===== src/rtl/laser500_mem_arbiter.sv =====
// Single-owner SDRAM access scheduler for the Laser500: data_io download, VTL video fetch, Z80 CPU.
// Latency: grant in ARB at cycle 0, ISSUE at 1, ack at 2+RD_LAT; each completion is followed by one idle ARB cycle.
// Backpressure: requests are held levels; the requester waits for its one-cycle ack, the Z80 via cpu_wait_n.
// Optional feature macro: LASER500_CPU_FAIRNESS_EN (bounded video streak while the CPU waits).
module laser500_mem_arbiter #(
    parameter int ADDR_W         = 25,
    parameter int RD_LAT         = 1,
    parameter int MAX_VID_STREAK = 3
) (
    input  logic              clk,
    input  logic              reset,
    input  logic              dio_req,
    input  logic [ADDR_W-1:0] dio_addr,
    input  logic [7:0]        dio_data,
    output logic              dio_ack,
    input  logic              vid_req,
    input  logic [ADDR_W-1:0] vid_addr,
    output logic [7:0]        vid_data,
    output logic              vid_ack,
    input  logic              cpu_req,
    input  logic              cpu_we,
    input  logic [ADDR_W-1:0] cpu_addr,
    input  logic [7:0]        cpu_din,
    output logic [7:0]        cpu_dout,
    output logic              cpu_ack,
    output logic              cpu_wait_n,
    output logic [ADDR_W-1:0] sd_addr,
    output logic [7:0]        sd_din,
    output logic              sd_we,
    output logic              sd_oe,
    input  logic [7:0]        sd_dout
);

    // The latency counter is 3 bits wide and the streak counter saturates in 3 bits.
    if (RD_LAT < 1 || RD_LAT > 7 || MAX_VID_STREAK < 1 || MAX_VID_STREAK > 7) begin : g_bad_param
        $error("laser500_mem_arbiter: RD_LAT and MAX_VID_STREAK must be in 1..7");
    end

    typedef enum logic [1:0] {ST_ARB, ST_ISSUE, ST_WAIT} state_t;
    typedef enum logic [1:0] {G_NONE, G_DIO, G_VID, G_CPU} grant_t;

    localparam logic [2:0] LAT_INIT = 3'(RD_LAT - 1);

    state_t              r_state;
    state_t              w_next;
    grant_t              r_grant;
    grant_t              w_sel;
    logic                w_done;
    logic [ADDR_W-1:0]   r_addr;
    logic [7:0]          r_din;
    logic                r_we;
    logic [2:0]          r_lat_cnt;
    logic                r_dio_ack;
    logic                r_vid_ack;
    logic                r_cpu_ack;
    logic [7:0]          r_vid_data;
    logic [7:0]          r_cpu_dout;
    logic                w_turnaround;
    logic                w_dio_rq;
    logic                w_vid_rq;
    logic                w_cpu_rq;
    logic                w_cpu_first;

    // The just-acked requester still shows its old req level during the ack cycle, so it is masked.
    assign w_dio_rq     = dio_req && !r_dio_ack;
    assign w_vid_rq     = vid_req && !r_vid_ack;
    assign w_cpu_rq     = cpu_req && !r_cpu_ack;
    // The ack cycle is a turnaround: nobody is granted, giving requesters time to drop or renew req.
    assign w_turnaround = r_dio_ack || r_vid_ack || r_cpu_ack;

`ifdef LASER500_CPU_FAIRNESS_EN
    localparam logic [2:0] STREAK_MAX = 3'(MAX_VID_STREAK);
    logic [2:0] r_streak;

    // Count video grants that overtook a waiting CPU; clear once the CPU is served or stops asking.
    always_ff @(posedge clk) begin
        if (reset) begin
            r_streak <= 3'd0;
        end else if (r_state == ST_ARB) begin
            if (!cpu_req || w_sel == G_CPU) begin
                r_streak <= 3'd0;
            end else if (w_sel == G_VID && w_cpu_rq) begin
                r_streak <= r_streak + 3'd1;
            end
        end
    end

    assign w_cpu_first = w_cpu_rq && (r_streak >= STREAK_MAX);
`else
    assign w_cpu_first = 1'b0;
`endif

    // State register.
    always_ff @(posedge clk) begin
        if (reset) begin
            r_state <= ST_ARB;
        end else begin
            r_state <= w_next;
        end
    end

    // Next-state, grant selection and completion detect.
    always_comb begin
        w_next = r_state;
        w_sel  = G_NONE;
        w_done = 1'b0;
        case (r_state)
            ST_ARB: begin
                if (!w_turnaround) begin
                    if (w_dio_rq)         w_sel = G_DIO;
                    else if (w_cpu_first) w_sel = G_CPU;
                    else if (w_vid_rq)    w_sel = G_VID;
                    else if (w_cpu_rq)    w_sel = G_CPU;
                end
                if (w_sel != G_NONE) w_next = ST_ISSUE;
            end
            ST_ISSUE: w_next = ST_WAIT;
            ST_WAIT: begin
                if (r_lat_cnt == 3'd0) begin
                    w_done = 1'b1;
                    w_next = ST_ARB;
                end
            end
            default: w_next = ST_ARB;
        endcase
    end

    // Latch the winner's access, run the read latency counter, capture read data and pulse the ack.
    always_ff @(posedge clk) begin
        if (reset) begin
            r_grant    <= G_NONE;
            r_addr     <= '0;
            r_din      <= 8'd0;
            r_we       <= 1'b0;
            r_lat_cnt  <= 3'd0;
            r_dio_ack  <= 1'b0;
            r_vid_ack  <= 1'b0;
            r_cpu_ack  <= 1'b0;
            r_vid_data <= 8'd0;
            r_cpu_dout <= 8'd0;
        end else begin
            r_dio_ack <= 1'b0;
            r_vid_ack <= 1'b0;
            r_cpu_ack <= 1'b0;

            if (r_state == ST_ARB) begin
                r_grant <= w_sel;
                case (w_sel)
                    G_DIO: begin
                        r_addr <= dio_addr;
                        r_din  <= dio_data;
                        r_we   <= 1'b1;
                    end
                    G_VID: begin
                        r_addr <= vid_addr;
                        r_we   <= 1'b0;
                    end
                    G_CPU: begin
                        r_addr <= cpu_addr;
                        r_we   <= cpu_we;
                        if (cpu_we) r_din <= cpu_din;
                    end
                    default: ;
                endcase
            end

            if (r_state == ST_ISSUE) begin
                r_lat_cnt <= LAT_INIT;
            end else if (r_state == ST_WAIT && r_lat_cnt != 3'd0) begin
                r_lat_cnt <= r_lat_cnt - 3'd1;
            end

            if (w_done) begin
                case (r_grant)
                    G_DIO: r_dio_ack <= 1'b1;
                    G_VID: begin
                        r_vid_ack  <= 1'b1;
                        r_vid_data <= sd_dout;
                    end
                    G_CPU: begin
                        r_cpu_ack <= 1'b1;
                        if (!r_we) r_cpu_dout <= sd_dout;
                    end
                    default: ;
                endcase
            end
        end
    end

    assign sd_addr    = r_addr;
    assign sd_din     = r_din;
    assign sd_we      = (r_state == ST_ISSUE) && r_we;
    assign sd_oe      = (r_state == ST_ISSUE) && !r_we;
    assign dio_ack    = r_dio_ack;
    assign vid_ack    = r_vid_ack;
    assign cpu_ack    = r_cpu_ack;
    assign vid_data   = r_vid_data;
    assign cpu_dout   = r_cpu_dout;
    assign cpu_wait_n = !(cpu_req && !r_cpu_ack);

endmodule


===== config.mk =====
export PLATFORM = sky130hd
export DESIGN_NAME = laser500_mem_arbiter
export DESIGN_NICKNAME = d
export VERILOG_FILES = /design/src/rtl/laser500_mem_arbiter.sv
export SDC_FILE = /design/constraint.sdc
export NUM_CORES = 1
export LEC_CHECK = 0
export BUFFER_PORTS_ARGS = -buffer_cell sky130_fd_sc_hd__buf_2
export CAP_MARGIN = 0
export CORE_MARGIN = 5
export CORE_UTILIZATION = 25
export CTS_CLUSTER_DIAMETER = 100
export DETAILED_ROUTE_END_ITERATION = 12
export MAX_ROUTING_LAYER = met4
export PLACE_DENSITY_LB_ADDON = 0.3
export SYNTH_ARGS = -nofsm -noshare
export SYNTH_HDL_FRONTEND = slang
export SYNTH_SLANG_ARGS = --single-unit

===== constraint.sdc =====
create_clock -name clk -period 3.7 [get_ports clk]
set_input_delay 0.555 -clock clk [delete_from_list [all_inputs] [get_ports clk]]
set_output_delay 0.555 -clock clk [all_outputs]
set_load 0.01 [all_outputs]

==> results.md <==
* Status: finished clean
* Most frequent cell after synthesis: dfxtp_1
* Share of cells above drive strength 1 at 0.402
* MaxCap Viol Count at 0
* Die area at 0.0146 sq mm
* Clock Latency Late Sink at 0.32 ns
* Routed Wire Length at 9850 microns
* # setup viols final at 0
* Fin crit period at 2.22 ns
* Type of the worst setup path: register to register
* Fill cells at 1,277
* Ys flop type: dfxtp_1
* Crit-path cells: or2_1, nor4_4, o21ai_4, a211oi_1
* Seq/Total Area, Yosys at 0.390
* Final ANT Viol Nets at 0
* Vias per inst at 4.61
* Worst-Margin Slew at 0.953 ns
* Final hold vios at 0
* Cell Rows at 40
* EDFF count, synth at 0
* Hold path startpoint: sd_din[3]
* Core Footprint at 0.0121 sq mm
* Drt initial violations at 124
* Total Routing Usage GR at 0.138
* CTS Buffer Depth at 2
* Yosys warns at 0
* Reg2Reg Setup Slack at 1.48 ns
* Fmax at 450 MHz
* Global-route wire length before repair at 15,900 microns
* CP max stage cell: nor4_4
* RSZ-0062 raised after global routing: no
* Initial antenna violation count at 0
* Syn_nets at 464
* Hold Buf Count CTS at 0
* CTS tree: built
* CTS Sinks at 60
* Worst Skew at 0.00514 ns
* Reg-to-reg startpoint: r_state[0]
* HP Class: register to register
* Worst setup margin at 1.48 ns
* Cell taking the most area after synthesis: dfxtp_1
* Vias in the first global route at 3,286
* Worst Path Arrival at 2.44 ns
* Setup bufs post-CTS at 0
* Synth cell types at 35
* Synth Cell Area at 0.00308 sq mm
* Nets@finish at 610
* CTS Root Cell: clkbuf_16
* RD Place Congestion at 0.809
* Num ports at 160
* Ys async rst share at 0
* Post-synth top cells: dfxtp_1 (60), nor2_1 (49), inv_1 (30), nand2_1 (30), nor3_1 (26)
* Setup WS pre-CTS at 1.33 ns
* Die width at 121 microns
* CTS Buf Count at 9
* Largest net degree at the start of global routing at 44
* Layout area overhead at 39.4%
* Setup crit start kind: register
* Remaining DRCs at 0
* Cts repair resizes at 0
* # diodes at 0
* Hold Crit Endpoint: sd_din[3]
* Drt pass-1 iters at 4
* Share of the synthesized area in the top cell type at 0.390
* Mean Syn Cell Area at 8.63 sq um
* Vias at 3,110
* Routed wire length per instance at 14.6 microns
* Yosys reg bits at 60
* Final Cycle Share at 0.601
* Initial Util at 0.255
* R2R cell count at 4
* I/O Buffers at 159
* Pwr per Cell Area at 450 mW/mm^2
* Slew margin rel. at 0.362
* Top post-synthesis cells by area: dfxtp_1 (39%), o311a_1 (8.1%), mux2i_1 (7.8%)
* CP Max Fanout at 26
* Die extent in y at 121 microns
* Slew Limit Fails at 0
* DP HPWL at 7420 microns
* Clk pin slew, worst setup/hold paths at 0.05 ns
* GR Overflow Total at 0
* Crit path from: r_state[0]
* CP required at 3.92 ns
* Slowest cell delay on critical path at 0.58 ns
* Reg2reg end: sd_addr[17]
* Gate Count Post-Synth at 357
* CTS H-tree lvls at 3
* Hold Crit Depth at 1
* VDD IR max at 194 uV
* Static leakage at 2.10 nW
* Setup tns final at 0 ns
* Worst setup EP type: register
* Crit-path leading delay family: simple AND/OR/NAND/NOR gates
* CP Buf/Inv Count at 0
layer usage:
layer | global-route usage | vias to the layer above | share of wire
met5 | - | - | 0
met4 | 0.0404 | 0 | 0.011
met3 | 0.0452 | 7 | 0.082
met2 | 0.251 | 118 | 0.51
met1 | 0.142 | 1443 | 0.40
li1 | - | 1542 | -
per-stage QoR:
stage	instances	utilization	power, mW	instance area [sq um]	hold slack (ns)
finish	675	0.356	1.93	4290	0.455
global route	675	0.356	2.05	4290	0.478
CTS	675	0.356	1.97	4290	0.459
detailed placement	660	0.332	1.14	4000	0.446
global placement	660	0.332	1.13	4000	0.443
floorplan	357	-	0.982	3080	0.419
area by class of cell:
class	count	area (sq um)	area share
timing repair buffer	166	848	0.198
inverter	30	113	0.0262
tap	168	210	0.0490
clock inverter	4	50.0	0.0117
multi-input combinational	236	1630	0.379
clock buffer	11	243	0.0566
sequential	60	1200	0.280
flip-flops by register name, indices dropped and copies added, names as in the netlist:
register	flops
vid_ack	1
cpu_dout	8
cpu_ack	1
sd_addr	25
r_lat_cnt	3
sd_din	8
r_grant	2
r_state	2
r_we	1
dio_ack	1
vid_data	8
kinds of logic (layout without fill, tap and decap cells):
| logic type | Yosys count | after routing | synth area share |
|---|---|---|---|
| AO/OA/AOI/OAI | 76 | 76 | 0.233 |
| adder cells (fa/ha/maj) | 2 | 2 | 0.00813 |
| buffers and inverters | 61 | 211 | 0.0849 |
| flip-flops | 60 | 60 | 0.390 |
| multiplexers | 24 | 24 | 0.0780 |
| AND/OR/NAND/NOR | 134 | 134 | 0.206 |
worst register-to-register path, stage by stage (launching register included):
cell	delay, ns
dfxtp_1	0.41
or2_1	0.33
nor4_4	0.58
o21ai_4	0.44
a211oi_1	0.36
power by group:
part	total, mW	internal (mW)	switching, mW
Clock	0.813	0.534	0.279
Combinational	0.384	0.171	0.213
Sequential	0.733	0.700	0.0336
Total	1.93	1.41	0.525
cells in the final DEF (no fill, tap or decap), drive strengths merged, types with 7 or more instances in the layout:
cell type / count
buf: 166
dfxtp: 60
nor2: 49
inv: 30
nand2: 30
nor3: 26
o311a: 25
a211oi: 25
mux2i: 24
clkbuf: 11
and2: 10
o2bb2ai: 8
a21oi: 7
how the worst max path moves through the flow:
stage / end / slack [ns] / cells after the start
after global routing: sd_addr[17] / 1.30 / 4
after detailed placement: sd_addr[15] / 1.33 / 6
final: sd_addr[17] / 1.48 / 4
after CTS: sd_addr[17] / 1.46 / 5
after floorplan: sd_din[0] / 2.00 / 6
after global placement: sd_addr[15] / 1.43 / 6
Power figures use the tool's default switching activity.
